`src/rtl/quiz_round_ctrl_if.sv`:
```
// quiz_round_ctrl_if: quiz round controller bundle; master = controller, slave = player/ALU side
interface quiz_round_ctrl_if;
  logic START, SUBMIT;
  logic [7:0] ANSWER, RES, A, B;
  logic [3:0] MODE, ROUND, TIME_LEFT;
  logic [4:0] SCORE;
  logic BUSY, CORRECT, WRONG, DONE;
  modport master (input START, SUBMIT, ANSWER, RES,
                  output A, B, MODE, SCORE, ROUND, TIME_LEFT, BUSY, CORRECT, WRONG, DONE);
  modport slave (output START, SUBMIT, ANSWER, RES,
                 input A, B, MODE, SCORE, ROUND, TIME_LEFT, BUSY, CORRECT, WRONG, DONE);
endinterface

```
`src/rtl/quiz_round_ctrl.sv`:
```
// quiz_round_ctrl: quick-math round sequencer (LFSR operands, timed answer check, score); STREAK_BONUS_EN adds streak bonus
module quiz_round_ctrl #(
  parameter int ROUNDS = 8,
  parameter int TICKS_PER_SEC = 50000000,
  parameter int ROUND_SECONDS = 10,
  parameter logic [15:0] LFSR_SEED = 16'hACE1
) (
  input logic CLK,
  input logic RST,
  quiz_round_ctrl_if.master bus
);
  localparam int TW = $clog2(TICKS_PER_SEC);
  localparam logic [15:0] SEED = (LFSR_SEED == 16'h0) ? 16'hACE1 : LFSR_SEED;
  typedef enum logic [2:0] {IDLE, GEN, ASK, JUDGE, OVER} state_t;
  state_t state_q, state_d;
  logic [15:0] lfsr_q, lfsr_d;
  logic [7:0] a_q, a_d, b_q, b_d, ans_q, ans_d;
  logic [3:0] mode_q, mode_d, round_q, round_d, tl_q, tl_d;
  logic [4:0] score_q, score_d;
  logic [TW-1:0] tick_q, tick_d;
  logic answered_q, answered_d, correct_q, correct_d, wrong_q, wrong_d;
  logic busy_q, busy_d, done_q, done_d, wrap, hit;
`ifdef STREAK_BONUS_EN
  logic [1:0] streak_q, streak_d;
`endif
  always_comb begin
    lfsr_d = {lfsr_q[14:0], lfsr_q[15] ^ lfsr_q[13] ^ lfsr_q[12] ^ lfsr_q[10]};
    state_d = state_q;
    a_d = a_q;
    b_d = b_q;
    ans_d = ans_q;
    mode_d = mode_q;
    round_d = round_q;
    tl_d = tl_q;
    score_d = score_q;
    tick_d = tick_q;
    answered_d = answered_q;
    correct_d = 1'b0;
    wrong_d = 1'b0;
`ifdef STREAK_BONUS_EN
    streak_d = streak_q;
`endif
    wrap = tick_q == TW'(TICKS_PER_SEC - 1);
    hit = answered_q && ans_q == bus.RES;
    case (state_q)
      IDLE, OVER: if (bus.START) begin
        state_d = GEN;
        round_d = 4'd1;
        score_d = 5'd0;
`ifdef STREAK_BONUS_EN
        streak_d = 2'd0;
`endif
      end
      GEN: begin
        a_d = lfsr_q[7:0];
        b_d = lfsr_q[15:8];
        mode_d = 4'b1000 >> lfsr_q[9:8];
        tl_d = 4'(ROUND_SECONDS);
        tick_d = '0;
        state_d = ASK;
      end
      ASK: begin
        tick_d = wrap ? '0 : tick_q + 1'b1;
        tl_d = wrap ? tl_q - 4'd1 : tl_q;
        answered_d = bus.SUBMIT;
        ans_d = bus.SUBMIT ? bus.ANSWER : ans_q;
        state_d = (bus.SUBMIT || (wrap && tl_q == 4'd1)) ? JUDGE : ASK;
      end
      JUDGE: begin
        correct_d = hit;
        wrong_d = !hit;
`ifdef STREAK_BONUS_EN
        score_d = hit ? score_q + (streak_q == 2'd2 ? 5'd2 : 5'd1) : score_q;
        streak_d = (hit && streak_q != 2'd2) ? streak_q + 2'd1 : 2'd0;
`else
        score_d = hit ? score_q + 5'd1 : score_q;
`endif
        state_d = round_q == 4'(ROUNDS) ? OVER : GEN;
        round_d = round_q == 4'(ROUNDS) ? round_q : round_q + 4'd1;
      end
      default: state_d = IDLE;
    endcase
    busy_d = state_d == GEN || state_d == ASK || state_d == JUDGE;
    done_d = state_d == OVER;
  end
  always_ff @(posedge CLK) begin
    if (RST) begin
      state_q <= IDLE;
      lfsr_q <= SEED;
      a_q <= '0;
      b_q <= '0;
      ans_q <= '0;
      mode_q <= '0;
      round_q <= '0;
      tl_q <= '0;
      score_q <= '0;
      tick_q <= '0;
      answered_q <= 1'b0;
      correct_q <= 1'b0;
      wrong_q <= 1'b0;
      busy_q <= 1'b0;
      done_q <= 1'b0;
`ifdef STREAK_BONUS_EN
      streak_q <= '0;
`endif
    end else begin
      state_q <= state_d;
      lfsr_q <= lfsr_d;
      a_q <= a_d;
      b_q <= b_d;
      ans_q <= ans_d;
      mode_q <= mode_d;
      round_q <= round_d;
      tl_q <= tl_d;
      score_q <= score_d;
      tick_q <= tick_d;
      answered_q <= answered_d;
      correct_q <= correct_d;
      wrong_q <= wrong_d;
      busy_q <= busy_d;
      done_q <= done_d;
`ifdef STREAK_BONUS_EN
      streak_q <= streak_d;
`endif
    end
  end
  assign bus.A = a_q;
  assign bus.B = b_q;
  assign bus.MODE = mode_q;
  assign bus.SCORE = score_q;
  assign bus.ROUND = round_q;
  assign bus.TIME_LEFT = tl_q;
  assign bus.BUSY = busy_q;
  assign bus.CORRECT = correct_q;
  assign bus.WRONG = wrong_q;
  assign bus.DONE = done_q;
endmodule

```
`src/flat_wrapper.sv`:
```
// flat-port wrapper written by rule: the top's interface ports become plain ports
module quiz_round_ctrl_flat 
#(
  parameter int ROUNDS = 8,
  parameter int TICKS_PER_SEC = 50000000,
  parameter int ROUND_SECONDS = 10,
  parameter logic [15:0] LFSR_SEED = 16'hACE1
)
  (CLK, RST, bus_START, bus_SUBMIT, bus_ANSWER, bus_RES, bus_A, bus_B, bus_MODE, bus_SCORE, bus_ROUND, bus_TIME_LEFT, bus_BUSY, bus_CORRECT, bus_WRONG, bus_DONE);
  quiz_round_ctrl_if bus_i ();
  input logic CLK;
  input logic RST;
  input wire logic [$bits(bus_i.START)-1:0] bus_START;
  input wire logic [$bits(bus_i.SUBMIT)-1:0] bus_SUBMIT;
  input wire logic [$bits(bus_i.ANSWER)-1:0] bus_ANSWER;
  input wire logic [$bits(bus_i.RES)-1:0] bus_RES;
  output wire logic [$bits(bus_i.A)-1:0] bus_A;
  output wire logic [$bits(bus_i.B)-1:0] bus_B;
  output wire logic [$bits(bus_i.MODE)-1:0] bus_MODE;
  output wire logic [$bits(bus_i.SCORE)-1:0] bus_SCORE;
  output wire logic [$bits(bus_i.ROUND)-1:0] bus_ROUND;
  output wire logic [$bits(bus_i.TIME_LEFT)-1:0] bus_TIME_LEFT;
  output wire logic [$bits(bus_i.BUSY)-1:0] bus_BUSY;
  output wire logic [$bits(bus_i.CORRECT)-1:0] bus_CORRECT;
  output wire logic [$bits(bus_i.WRONG)-1:0] bus_WRONG;
  output wire logic [$bits(bus_i.DONE)-1:0] bus_DONE;
  assign bus_i.START = bus_START;
  assign bus_i.SUBMIT = bus_SUBMIT;
  assign bus_i.ANSWER = bus_ANSWER;
  assign bus_i.RES = bus_RES;
  assign bus_A = bus_i.A;
  assign bus_B = bus_i.B;
  assign bus_MODE = bus_i.MODE;
  assign bus_SCORE = bus_i.SCORE;
  assign bus_ROUND = bus_i.ROUND;
  assign bus_TIME_LEFT = bus_i.TIME_LEFT;
  assign bus_BUSY = bus_i.BUSY;
  assign bus_CORRECT = bus_i.CORRECT;
  assign bus_WRONG = bus_i.WRONG;
  assign bus_DONE = bus_i.DONE;
  quiz_round_ctrl #(.ROUNDS(ROUNDS), .TICKS_PER_SEC(TICKS_PER_SEC), .ROUND_SECONDS(ROUND_SECONDS), .LFSR_SEED(LFSR_SEED)) u_core (.CLK(CLK), .RST(RST), .bus(bus_i));
endmodule
```
`config.mk`:
```
export PLATFORM = sky130hd
export DESIGN_NAME = quiz_round_ctrl_flat
export DESIGN_NICKNAME = d
export VERILOG_FILES = /design/src/rtl/quiz_round_ctrl_if.sv /design/src/rtl/quiz_round_ctrl.sv /design/src/flat_wrapper.sv
export SDC_FILE = /design/constraint.sdc
export NUM_CORES = 1
export LEC_CHECK = 0
export BUFFER_PORTS_ARGS = -buffer_cell sky130_fd_sc_hd__buf_2
export CAP_MARGIN = 30
export CORE_ASPECT_RATIO = 1.75
export CORE_MARGIN = 5
export CORE_UTILIZATION = 35
export CTS_BUF_LIST = sky130_fd_sc_hd__clkbuf_16
export DETAILED_ROUTE_END_ITERATION = 16
export PLACE_DENSITY_LB_ADDON = 0.12
export SLEW_MARGIN = 0
export SYNTH_ARGS = -nofsm -noshare
export SYNTH_HDL_FRONTEND = slang
export SYNTH_SLANG_ARGS = --single-unit
```
`constraint.sdc`:
```
create_clock -name CLK -period 2.5 [get_ports CLK]
set_clock_uncertainty 0.1 [all_clocks]
set_input_delay 0.375 -clock CLK [delete_from_list [all_inputs] [get_ports CLK]]
set_output_delay 0.375 -clock CLK [all_outputs]
set_load 0.01 [all_outputs]
```
==> out/summary.txt <==
Run status: completed
Hold-critical path depth: 3
Placer congestion estimate: 0.824
TritonCTS Buffers: 9
First-pass GRT wire length: 15.8 mm
Leakage: 1.79 nW
Ant diodes: 0
Critical path endpoint category: register
Die height: 150 um
Initial antenna violation count: 0
Reg2reg setup slack: 240 ps
CTS Hold Bufs: 0
WL per Instance: 15.2 um
Worst Setup Start Kind: register
Clk sinks: 91
Max clock buf depth: 2
Crit Path Max Fanout: 12
Pwr Total: 3.42 mW
Final Critical Period: 2260 ps
CTS tree: done
Core Footprint: 11,000 um2
Critical path class: register to register
Hold path start: bus_ANSWER[3]
Gate Count Post-Synth: 456
Final wirelength: 9.86 mm
Synth Flop Type: dfxtp_1
RSZ-0062 raised after global routing: false
Overall track demand over capacity in global routing: 0.146
#FFs+latches synth: 91
Pins Over Slew Limit: 0
Worst slew pin tran: 740 ps
Area grow syn2layout: 19.8%
Worst R2R Start: u_core.tick_q[7]
Rel. slew slack: 0.505
Synth async-reset ratio: 0
Buffer count from post-CTS setup fixing: 0
Cell Rows: 51
H-tree lvl count: 3
Fin nets: 536
Yosys warns: 0
Post-route design area: 4660 um2
WHS Endpoint: u_core.ans_q[3]
Total gr overflow: 0
Reg2reg end: u_core.tick_q[12]
Clk_lat worst skew: 340 ps
Synth area leaders: dfxtp_1 (47%), nand2_1 (6.6%), a21oi_1 (4.5%)
Fillers: 1,164
Largest net degree at the start of global routing: 30
Endpoints failing setup: 0
Vias/cell: 5.20
I/O Pins: 57
R2R cell count: 6
Vias: 3,363
Syn nets: 482
DIE AREA: 13,400 um2
CP arrival: 2350 ps
Initial drt markers: 147
DRC: 0
Number of max-cap violations: 0
Layout cells sized above 1: 0.196
Place WS: 207 ps
Die width: 89.7 um
Detailed placer's ending HPWL: 7.38 mm
Yosys cell types: 48
Post-synth EDFFs: 0
WP data required: 2590 ps
Clock root buffer: clkbuf_16
Synthesized area: 3890 um2
Pwr dens: 732 nW/um2
Seq/Total Area, Yosys: 0.468
Fmax: 0.443 GHz
Max IR drop VDD: 0.000386 V
Reg clk slew, reported paths: 70 ps
Critical path origin: u_core.tick_q[7]
# port buffers: 56
Post-CTS sizing: 0
Area after DPL: 4340 um2
Worst hold path class: input port to register
Non-filler cells, final: 647
Antenna Nets Post-Route: 0
Post-Place Cells: 631
Post-route core utilization: 0.423
Initial core utilization: 0.353
Final worst path period share: 0.903
PnR worst setup slack: 242 ps
Total Neg Setup Slack: 0 ps
Fin Hold WS: 169 ps
Syn Area/Cell: 8.54 um2
Hold Fails Final Rpt: 0
First drt pass iteration count: 4
Share of Yosys cell area claimed by the top area cell type: 0.468
Yosys top cell by area: dfxtp_1
Vias in the first global route: 3,267
cell families (layout without fill, tap and decap cells):
group	Yosys count	count (layout)	share of synthesized area
compound gates	75	75	0.115
xor+xnor	24	24	0.0540
fa+ha+maj	6	6	0.0193
buf+inv	33	92	0.0324
flops	91	91	0.468
mux	4	4	0.0106
simple gates	223	223	0.301
state kept, by name, indices dropped and copies added (netlist names):
signal and cells:
u_core.bus.A 8, u_core.lfsr_q 16, u_core.bus.MODE 4, u_core.bus.BUSY 1
u_core.bus.WRONG 1, u_core.state_q 3, u_core.bus.B 8, u_core.ans_q 8
u_core.tick_q 26, u_core.bus.TIME_LEFT 4, u_core.bus.CORRECT 1, u_core.bus.DONE 1
u_core.bus.ROUND 4, u_core.bus.SCORE 5, u_core.answered_q 1
cells in the final DEF, fill, tap and decap left out, types with 2 or more instances in the layout:
| master | Yosys | layout |
|---|---|---|
| dfxtp_1 | 91 | 91 |
| nand2_1 | 69 | 69 |
| buf_2 | 2 | 56 |
| nor2_1 | 35 | 35 |
| a21oi_1 | 35 | 35 |
| nand3_1 | 22 | 22 |
| nand4_1 | 16 | 16 |
| xnor2_1 | 15 | 15 |
| a31oi_1 | 15 | 15 |
| buf_4 | 0 | 13 |
| nor3_1 | 10 | 10 |
| nor2b_1 | 9 | 9 |
| xor2_1 | 9 | 9 |
| or2_2 | 9 | 9 |
| clkbuf_16 | 0 | 9 |
| o21ai_0 | 8 | 8 |
| inv_1 | 7 | 7 |
| o22a_1 | 7 | 7 |
| nand3b_1 | 7 | 7 |
| nand2b_1 | 6 | 6 |
| ha_1 | 6 | 6 |
| and3_1 | 5 | 5 |
| or3_1 | 5 | 5 |
| and2_1 | 4 | 4 |
| and4_1 | 4 | 4 |
| or4_1 | 4 | 4 |
| nor4_1 | 4 | 4 |
| mux2i_1 | 3 | 3 |
| inv_8 | 0 | 3 |
| and3b_1 | 2 | 2 |
| or4b_2 | 2 | 2 |
| o211ai_1 | 2 | 2 |
| o31ai_1 | 2 | 2 |
critical path, stage by stage (launching register included):
cell,delay (ps)
dfxtp_1,360
or4_1,550
nor3_2,190
nand4_1,230
buf_4,230
nand2_1,350
a311oi_1,100
cell usage after synthesis (8+ instances only):
cell type,number
o21ai_0,8
clkbuf_1,23
xnor2_1,15
xor2_1,9
dfxtp_1,91
nand3_1,22
nand4_1,16
nand2_1,69
a21oi_1,35
nor2_1,35
a31oi_1,15
or2_2,9
nor2b_1,9
nor3_1,10
final cells by class:
class / count / area (um2) / area share
multi-input cells: 332 / 1950 / 0.418
clock buffers: 9 / 225 / 0.0483
repair buffers: 69 / 378 / 0.0810
flip-flops and latches: 91 / 1820 / 0.391
inverters: 7 / 26.3 / 0.00563
well taps: 132 / 165 / 0.0354
clock inverters: 7 / 96.3 / 0.0207
report_power, final:
group / switching [mW] / leakage [nW] / internal, mW / total [mW]
clock: 0.629 / 0.154 / 0.806 / 1.44
combinational: 0.242 / 0.895 / 0.155 / 0.397
sequential: 0.0533 / 0.742 / 1.53 / 1.58
total: 0.924 / 1.79 / 2.49 / 3.42
layer usage:
layer / part of all wire / global-route usage / up-vias
li1: - / - / 1702
met1: 0.40 / 0.154 / 1574
met2: 0.53 / 0.275 / 67
met3: 0.036 / 0.0292 / 20
met4: 0.037 / 0.0666 / 0
met5: 0 / 0 / -
how the worst max path moves through the flow:
| stage | end | slack [ps] | depth (start not counted) |
|---|---|---|---|
| after floorplan | u_core.bus.TIME_LEFT[3] | 410 | 6 |
| after global placement | u_core.tick_q[12] | 270 | 6 |
| after detailed placement | u_core.tick_q[12] | 210 | 4 |
| after CTS | u_core.tick_q[12] | 190 | 4 |
| after global routing | u_core.tick_q[12] | 30 | 4 |
| final | u_core.tick_q[12] | 240 | 6 |
No activity file was read; power rests on OpenSTA's default activity.
